### config.mk
export PLATFORM = sky130hd
export DESIGN_NAME = xor_fold_stream_flat
export DESIGN_NICKNAME = d
export VERILOG_FILES = /design/src/rtl/xor_fold_stream_pkg.sv /design/src/rtl/xor_fold_stream_if.sv /design/src/rtl/xor_fold_stream_reduce.sv /design/src/rtl/xor_fold_stream.sv /design/src/flat_wrapper.sv
export SDC_FILE = /design/constraint.sdc
export NUM_CORES = 1
export LEC_CHECK = 0
export CORE_ASPECT_RATIO = 1.1
export CORE_MARGIN = 2
export CORE_UTILIZATION = 40
export CTS_CLUSTER_SIZE = 8
export DETAILED_ROUTE_END_ITERATION = 10
export GPL_ROUTABILITY_DRIVEN = 1
export GPL_TIMING_DRIVEN = 0
export PLACE_DENSITY = 0.67
export SLEW_MARGIN = 25
export SYNTH_ARGS = -nofsm -noshare
export SYNTH_HDL_FRONTEND = slang
export SYNTH_SLANG_ARGS = --single-unit
### constraint.sdc
create_clock -name CLK -period 3.9 [get_ports CLK]
set_input_delay 0.78 -clock CLK [delete_from_list [all_inputs] [get_ports CLK]]
set_output_delay 0.78 -clock CLK [all_outputs]
set_load 0.03 [all_outputs]
### src/rtl/xor_fold_stream_pkg.sv
// rtl/xor_fold_stream_pkg.sv - shared mode encoding and parameter defaults for the XOR fold stream
package xor_fold_stream_pkg;

    localparam logic MODE_BEAT  = 1'b0;
    localparam logic MODE_FRAME = 1'b1;

    localparam int WIDTH_DEFAULT = 8;
    localparam int LANES_DEFAULT = 4;
    localparam int CNT_W_DEFAULT = 8;

endpackage

### src/rtl/xor_fold_stream_if.sv
// rtl/xor_fold_stream_if.sv - beat input and result output handshake bundle
interface xor_fold_stream_if
    import xor_fold_stream_pkg::*;
#(
    parameter int WIDTH = WIDTH_DEFAULT,
    parameter int LANES = LANES_DEFAULT,
    parameter int CNT_W = CNT_W_DEFAULT
);

    logic [LANES*WIDTH-1:0] I_DATA;
    logic                   I_VALID;
    logic                   I_LAST;
    logic                   I_MODE;
    logic                   I_READY;
    logic [WIDTH-1:0]       O_DATA;
    logic [CNT_W-1:0]       O_COUNT;
    logic                   O_OVF;
    logic                   O_VALID;
    logic                   O_READY;

    modport slave (
        input  I_DATA, I_VALID, I_LAST, I_MODE, O_READY,
        output I_READY, O_DATA, O_COUNT, O_OVF, O_VALID
    );

    modport master (
        output I_DATA, I_VALID, I_LAST, I_MODE, O_READY,
        input  I_READY, O_DATA, O_COUNT, O_OVF, O_VALID
    );

endinterface

### src/rtl/xor_fold_stream_reduce.sv
// rtl/xor_fold_stream_reduce.sv - combinational LANES x WIDTH XOR reduction
module xor_lane_reduce #(
    parameter int WIDTH = 8,
    parameter int LANES = 4
) (
    input  logic [LANES*WIDTH-1:0] i_data,
    output logic [WIDTH-1:0]       o_xor
);

    always_comb begin
        o_xor = '0;
        for (int k = 0; k < LANES; k++) begin
            o_xor = o_xor ^ i_data[k*WIDTH +: WIDTH];
        end
    end

endmodule

### src/rtl/xor_fold_stream.sv
// rtl/xor_fold_stream.sv - pipelined XOR fold with per-beat or per-frame accumulation
module xor_fold_stream
    import xor_fold_stream_pkg::*;
#(
    parameter int WIDTH = WIDTH_DEFAULT,
    parameter int LANES = LANES_DEFAULT,
    parameter int CNT_W = CNT_W_DEFAULT
) (
    input  logic               CLK,
    input  logic               ASYNCRESETN,
    xor_fold_stream_if.slave   bus
);

    localparam logic [CNT_W-1:0] CNT_MAX = '1;

    logic [WIDTH-1:0] w_fold;
    logic             w_mode_in;
    logic             w_a_complete;
    logic             w_out_free;
    logic             w_a_advance;
    logic             w_i_ready;
    logic             w_accept;
    logic [WIDTH-1:0] w_acc_n;
    logic [CNT_W-1:0] w_cnt_n;
    logic             w_ovf_n;

    logic             r_a_valid;
    logic [WIDTH-1:0] r_a_data;
    logic             r_a_last;
    logic             r_a_mode;
    logic             r_a_open;

    logic             r_in_frame;
    logic [WIDTH-1:0] r_acc;
    logic [CNT_W-1:0] r_cnt;
    logic             r_ovf;

    logic             r_o_valid;
    logic [WIDTH-1:0] r_o_data;
    logic [CNT_W-1:0] r_o_count;
    logic             r_o_ovf;

    xor_lane_reduce #(
        .WIDTH (WIDTH),
        .LANES (LANES)
    ) u_reduce (
        .i_data (bus.I_DATA),
        .o_xor  (w_fold)
    );

    // Stage A tracks its own open-frame flag: the next beat is accepted in the
    // same edge the previous one moves to stage B, before r_in_frame is updated.
    assign w_mode_in    = r_a_open ? MODE_FRAME : bus.I_MODE;
    assign w_a_complete = r_a_valid & ((r_a_mode == MODE_BEAT) | r_a_last);
    assign w_out_free   = !r_o_valid | bus.O_READY;
    assign w_a_advance  = r_a_valid & (!w_a_complete | w_out_free);
    assign w_i_ready    = ASYNCRESETN & (!r_a_valid | w_a_advance);
    assign w_accept     = bus.I_VALID & w_i_ready;

    assign w_acc_n = (r_in_frame ? r_acc : {WIDTH{1'b0}}) ^ r_a_data;
    assign w_cnt_n = r_in_frame ? ((r_cnt == CNT_MAX) ? r_cnt : r_cnt + 1'b1) : CNT_W'(1);
    assign w_ovf_n = r_in_frame & (r_ovf | (r_cnt == CNT_MAX));

    always_ff @(posedge CLK or negedge ASYNCRESETN) begin
        if (!ASYNCRESETN) begin
            r_a_valid <= 1'b0;
            r_a_data  <= '0;
            r_a_last  <= 1'b0;
            r_a_mode  <= MODE_BEAT;
            r_a_open  <= 1'b0;
        end else if (w_accept) begin
            r_a_valid <= 1'b1;
            r_a_data  <= w_fold;
            r_a_last  <= bus.I_LAST;
            r_a_mode  <= w_mode_in;
            r_a_open  <= (w_mode_in == MODE_FRAME) & !bus.I_LAST;
        end else if (w_a_advance) begin
            r_a_valid <= 1'b0;
        end
    end

    always_ff @(posedge CLK or negedge ASYNCRESETN) begin
        if (!ASYNCRESETN) begin
            r_in_frame <= 1'b0;
            r_acc      <= '0;
            r_cnt      <= '0;
            r_ovf      <= 1'b0;
        end else if (w_a_advance) begin
            if (w_a_complete) begin
                r_in_frame <= 1'b0;
                r_acc      <= '0;
                r_cnt      <= '0;
                r_ovf      <= 1'b0;
            end else begin
                r_in_frame <= 1'b1;
                r_acc      <= w_acc_n;
                r_cnt      <= w_cnt_n;
                r_ovf      <= w_ovf_n;
            end
        end
    end

    always_ff @(posedge CLK or negedge ASYNCRESETN) begin
        if (!ASYNCRESETN) begin
            r_o_valid <= 1'b0;
            r_o_data  <= '0;
            r_o_count <= '0;
            r_o_ovf   <= 1'b0;
        end else if (w_a_advance & w_a_complete) begin
            r_o_valid <= 1'b1;
            r_o_data  <= w_acc_n;
            r_o_count <= w_cnt_n;
            r_o_ovf   <= w_ovf_n;
        end else if (bus.O_READY) begin
            r_o_valid <= 1'b0;
        end
    end

    assign bus.I_READY = w_i_ready;
    assign bus.O_VALID = r_o_valid;
    assign bus.O_DATA  = r_o_data;
    assign bus.O_COUNT = r_o_count;
    assign bus.O_OVF   = r_o_ovf;

endmodule
### src/flat_wrapper.sv
// flat-port wrapper written by rule: the top's interface ports become plain ports
module xor_fold_stream_flat import xor_fold_stream_pkg::*;
#(
    parameter int WIDTH = WIDTH_DEFAULT,
    parameter int LANES = LANES_DEFAULT,
    parameter int CNT_W = CNT_W_DEFAULT
)
  (CLK, ASYNCRESETN, bus_I_DATA, bus_I_VALID, bus_I_LAST, bus_I_MODE, bus_O_READY, bus_I_READY, bus_O_DATA, bus_O_COUNT, bus_O_OVF, bus_O_VALID);
  xor_fold_stream_if #(.WIDTH(WIDTH), .LANES(LANES), .CNT_W(CNT_W)) bus_i ();
  input  logic CLK;
  input  logic ASYNCRESETN;
  input wire logic [$bits(bus_i.I_DATA)-1:0] bus_I_DATA;
  input wire logic [$bits(bus_i.I_VALID)-1:0] bus_I_VALID;
  input wire logic [$bits(bus_i.I_LAST)-1:0] bus_I_LAST;
  input wire logic [$bits(bus_i.I_MODE)-1:0] bus_I_MODE;
  input wire logic [$bits(bus_i.O_READY)-1:0] bus_O_READY;
  output wire logic [$bits(bus_i.I_READY)-1:0] bus_I_READY;
  output wire logic [$bits(bus_i.O_DATA)-1:0] bus_O_DATA;
  output wire logic [$bits(bus_i.O_COUNT)-1:0] bus_O_COUNT;
  output wire logic [$bits(bus_i.O_OVF)-1:0] bus_O_OVF;
  output wire logic [$bits(bus_i.O_VALID)-1:0] bus_O_VALID;
  assign bus_i.I_DATA = bus_I_DATA;
  assign bus_i.I_VALID = bus_I_VALID;
  assign bus_i.I_LAST = bus_I_LAST;
  assign bus_i.I_MODE = bus_I_MODE;
  assign bus_i.O_READY = bus_O_READY;
  assign bus_I_READY = bus_i.I_READY;
  assign bus_O_DATA = bus_i.O_DATA;
  assign bus_O_COUNT = bus_i.O_COUNT;
  assign bus_O_OVF = bus_i.O_OVF;
  assign bus_O_VALID = bus_i.O_VALID;
  xor_fold_stream #(.WIDTH(WIDTH), .LANES(LANES), .CNT_W(CNT_W)) u_core (.CLK(CLK), .ASYNCRESETN(ASYNCRESETN), .bus(bus_i));
endmodule
After elaboration in Yosys (flattened, before gate mapping). Cells that the tools add are included.

$add $sub $neg: 1. $mul: 0. Divide/modulo/power cells: 0. Order comparisons: 0. Equality and inequality tests: 1. Shift-type cells: 0. Multiplexer cells: 12. Bitwise logic cells: 17. Reductions and logical operators: 6.

Operators by type and width (count): $mux 8 (5); $xor 8x8->8 (4); $add 8x1->8 const B (1); $eq 8x8->1 const B (1); $and 1x1->1 (7); $mux 1 (7); $or 1x1->1 (5); $logic_not 1->1 (4); $reduce_bool 2->1 (2); $not 1->1 (1).

Flip-flop bits (word level): 48. Bits in latches: 0. Memory bits (writable): 0. Memory bits (read-only): 0. Input port bits: 38. Output and inout bits: 19. Memories kept: 0.

Longest topological paths before layout. Gate-level depths: netlist of the first run.

Depth in word-level cells: 10. Mapped depth: 5. Mapped depth without buffers: 5.

Cells and area by module. Synthesis of the first run repeated with hierarchy kept, for this count alone.

Cell total of the unflattened synthesis: 235. Area, all modules: 2438.6 um^2.

By module, submodules not included: xor_fold_stream (times used 1, cells an instance 211, area an instance 2228.4 um^2); xor_lane_reduce (times used 1, cells an instance 24, area an instance 210.2 um^2).

Worst setup path after synthesis of the first run. OpenSTA, ideal clock, no wires.

Path kind: input to output. From: input port bus_O_READY. To: output port bus_I_READY. Data arrival time: 1.411 ns. Data required time: 3.120 ns. Slack: 1.709 ns. Stages on the path: 3. Path through: nor2b_1 > nand3_1 > and2_1.

Longest elaborated chain between the ends: 5.

Ends and longest elaborated chain: start, declared (RTL line flat_wrapper.sv:16) `input wire logic [$bits(bus_i.O_READY)-1:0] bus_O_READY;`; $or 1x1->1 (RTL line xor_fold_stream.sv:55) `assign w_out_free = !r_o_valid | bus.O_READY;`; $or 1x1->1 (RTL line xor_fold_stream.sv:56) `assign w_a_advance = r_a_valid & (!w_a_complete | w_out_free);`; $and 1x1->1 (RTL line xor_fold_stream.sv:56); $or 1x1->1 (RTL line xor_fold_stream.sv:57) `assign w_i_ready = ASYNCRESETN & (!r_a_valid | w_a_advance);`; $and 1x1->1 (RTL line xor_fold_stream.sv:57); end, declared (RTL line flat_wrapper.sv:17) `output wire logic [$bits(bus_i.I_READY)-1:0] bus_I_READY;`.

No other way between the ends.

Worst setup path in the final report of the first run. Same ends and word-level chain as after synthesis.

==> results.cfg, run 1 <==
[cells_and_area]
filler_cell_count = 543
post-route-util = 0.543
finalInstanceArea_um2 = 3130
nets = 345
layout_commonest_cell = clkdlybuf4s50_1
area_growth_pct = 30.5
final_cell_mix = clkdlybuf4s50_1, dfrtp_1, nand2_1, o21ai_0, xnor2_1
antenna_cells = 0
drive_gt1_frac = 0.0719

[clocking]
clock_sinks = 48
ctsRootBufferMaster = clkbuf_8
post_cts_resized = 0
cts_max_path_buffers = 2
clock_latency_ns = 0.30
clkTransAtPathRegs_ns = 0.09
cts_setup_buffers = 0
h-tree-depth = 2
cts_buffers = 5
ctsHoldBuffers = 0
tritoncts = done

[placement]
placed_area_um2 = 3050
routabilityCongestion = 0.797
dp.final_hpwl_um = 3620
place.port_buffers = 56

[synth]
syn_area_per_cell_um2 = 9.87
muxShareOfSynthArea = 0.0130
syn_inst = 243
ys.warnings.count = 0
synth_ff_type = dfrtp_1
synth_top_family_by_area = compound AO/OA/AOI/OAI gates
synthXorXnorAreaFrac = 0.124
synth-compound-area-share = 0.179
synth-seq-cells = 48
synth-edff-count = 0
netlist_area_um2 = 2400
synth_nets = 282
async_reset_ff_frac = 1.00
synth_top_area_cell = dfrtp_1
ys_seq_area_frac = 0.501
synth_cell_types = 39
synthAdderAreaFrac = 0.00522
synthSimpleGateAreaFrac = 0.152
synth_area_leaders = dfrtp_1, xnor2_1, nand2_1, o21ai_0, a21oi_1
synth_top_area_frac = 0.501

[timing]
worst_slew_pin_slew_ns = 0.610
tns_ns = 0
fin_hold_ws_ns = 0.472
hold_viol = 0
fin_crit_ns = 3.18
rsz0062_at_grt = no
drv_slew = 0
setup_viol = 0
max_freq_ghz = 0.315
finalCritPeriodShare = 0.815
skew_ns = 0.0103
slew_headroom = 0.593

[routing]
drt_iter0_drc = 105
vias_per_cell = 5.14
vias = 1967
wire_per_inst_um = 13.0
antenna_left = 0
wirelength_um = 4980
drt_first_pass_iters = 4
drc_errors = 0

[power]
seqPwrFrac = 0.465
intPower_mw = 0.973
power_leakage_nw = 1.26
ir_worst_vdd_v = 0.000231
p_sw_mw = 0.521
power.share.switching = 0.349
p_comb_frac = 0.348
p_per_area_nw_per_um2 = 477
p_clk_frac = 0.186

[worst_setup_path]
crit_type = input port to primary output
critPathCaptureType = primary output
crit_fanout = 3
startpoint_type = input port
cp.arrival_ns = 2.40
required_ns = 3.12

[grt]
grt_pass1_vias = 1938
antenna_found_initial = 0
grt_overflow = 0
grt_use_total = 0.162
grt_max_degree = 51
grt_pass1_wl_um = 8540

[min_path]
holdCritPathClass = input port to async pin

[outcome]
outcome = finished clean

[flow_run]
maxCapViolCount = 0

[die]
die_area_um2 = 6630
die_w_um = 77.8
core_area_um2 = 5770
rows = 29
io_pins = 57
initial_core_util = 0.416
die_h_um = 85.2
==> Yosys cell counts, drive strengths merged (2+ instances only) <==
| library cell | instances |
|---|---|
| dfrtp | 48 |
| nand2 | 37 |
| o21ai | 25 |
| xnor2 | 24 |
| a21oi | 18 |
| nor2 | 18 |
| xor2 | 10 |
| a32o | 8 |
| buf | 8 |
| nand3 | 5 |
| a31oi | 4 |
| nand4 | 4 |
| and2 | 3 |
| and3 | 3 |
| nor2b | 3 |
| o31ai | 3 |
| a211oi | 2 |
| a21boi | 2 |
| clkbuf | 2 |
| inv | 2 |
| mux2i | 2 |
| nand2b | 2 |
==> flip-flops by register name, indices dropped and copies added (netlist names) <==
signal,count
u_core.bus.O_DATA,8
u_core.r_cnt,8
u_core.r_acc,8
u_core.bus.O_OVF,1
u_core.r_ovf,1
u_core.r_a_valid,1
u_core.r_a_last,1
u_core.r_a_open,1
u_core.r_a_mode,1
u_core.r_a_data,8
u_core.bus.O_COUNT,8
u_core.bus.O_VALID,1
u_core.r_in_frame,1
==> per-stage QoR <==
| stage | worst slack, ns | power, mW | instances |
|---|---|---|---|
| 2_1_floorplan | 1.71 | 1.01 | 243 |
| 3_3_place_gp | -0.720 | 1.22 | 376 |
| 3_5_place_dp | 0.716 | 1.23 | 376 |
| 4_1_cts | 0.708 | 1.51 | 383 |
| 5_1_grt | 0.598 | 1.59 | 383 |
| 6_report | 0.722 | 1.49 | 383 |
==> worst max-delay path: stages <==
cell	delay, ns
clkdlybuf4s50_1	0.41
nor2b_1	0.31
nand3_1	0.15
and2_1	0.17
clkdlybuf4s50_1	0.58
==> logic make-up (layout without fill, tap and decap cells) <==
logic type,count (synthesis),after routing
adders and majority gates,1,1
xor gates and xnor gates,34,34
buffers and inverters,12,75
AOI/OAI and AO/OA,67,67
muxes,3,3
DFF,48,48
and+or+nand+nor,78,78
==> metal layers <==
layer	global-route usage	vias to the layer above	share of wire
li1	-	976	-
met1	0.194	934	0.43
met2	0.279	48	0.51
met3	0.0415	9	0.046
met4	0.0584	0	0.022
met5	0	-	0
==> power groups by stage <==
stage	clock, mW	combinational [mW]	sequential [mW]
after floorplan	0	0.212	0.796
after global placement	0	0.518	0.700
after detailed placement	0	0.527	0.703
after CTS	0.289	0.529	0.694
after global routing	0.311	0.569	0.713
final	0.278	0.521	0.695
==> worst paths after layout <==
path	from	endpoint	slack, ns	depth (start not counted)
min in group CLK	u_core.bus.O_COUNT[4]	u_core.bus.O_COUNT[4]	0.47	2
max in group asynchronous	ASYNCRESETN	u_core.r_a_valid	2.99	1
max reg2reg	u_core.r_cnt[0]	u_core.r_cnt[0]	2.17	5
min	ASYNCRESETN	u_core.bus.O_COUNT[1]	0.47	1
max	bus_O_READY	bus_I_READY	0.72	5
min reg2reg	u_core.bus.O_COUNT[4]	u_core.bus.O_COUNT[4]	0.47	2
==> layout make-up <==
| class | instances | area, µm² | share of cell area |
|---|---|---|---|
| sequential | 48 | 1200 | 0.384 |
| inverter | 2 | 7.51 | 0.00240 |
| multi-input combinational | 183 | 1140 | 0.363 |
| timing repair buffer | 56 | 558 | 0.178 |
| clock inverter | 1 | 5.00 | 0.00160 |
| buffer | 10 | 52.6 | 0.0168 |
| tap | 77 | 96.3 | 0.0308 |
| clock buffer | 6 | 72.6 | 0.0232 |
No activity file was read; power rests on OpenSTA's default activity.
==> inputs of run 2 (changes only) <==
==> constraint.sdc (replaced) <==
create_clock -name CLK -period 3.1 [get_ports CLK]
set_input_delay 0.62 -clock CLK [delete_from_list [all_inputs] [get_ports CLK]]
set_output_delay 0.62 -clock CLK [all_outputs]
set_load 0.03 [all_outputs]
==> results of run 2 <==
The final DEF is identical to that of run 1. Status: finished clean.
Main changes from that run: setup slack after placement 0.716 ns -> 0.236 ns; setup slack after layout 0.722 ns -> 0.242 ns; hold slack 0.472 ns -> 0.312 ns; register-to-register setup slack 2.17 ns -> 1.37 ns; total power 1.49 mW -> 1.88 mW; worst IR drop on VDD 0.000231 V -> 0.000290 V
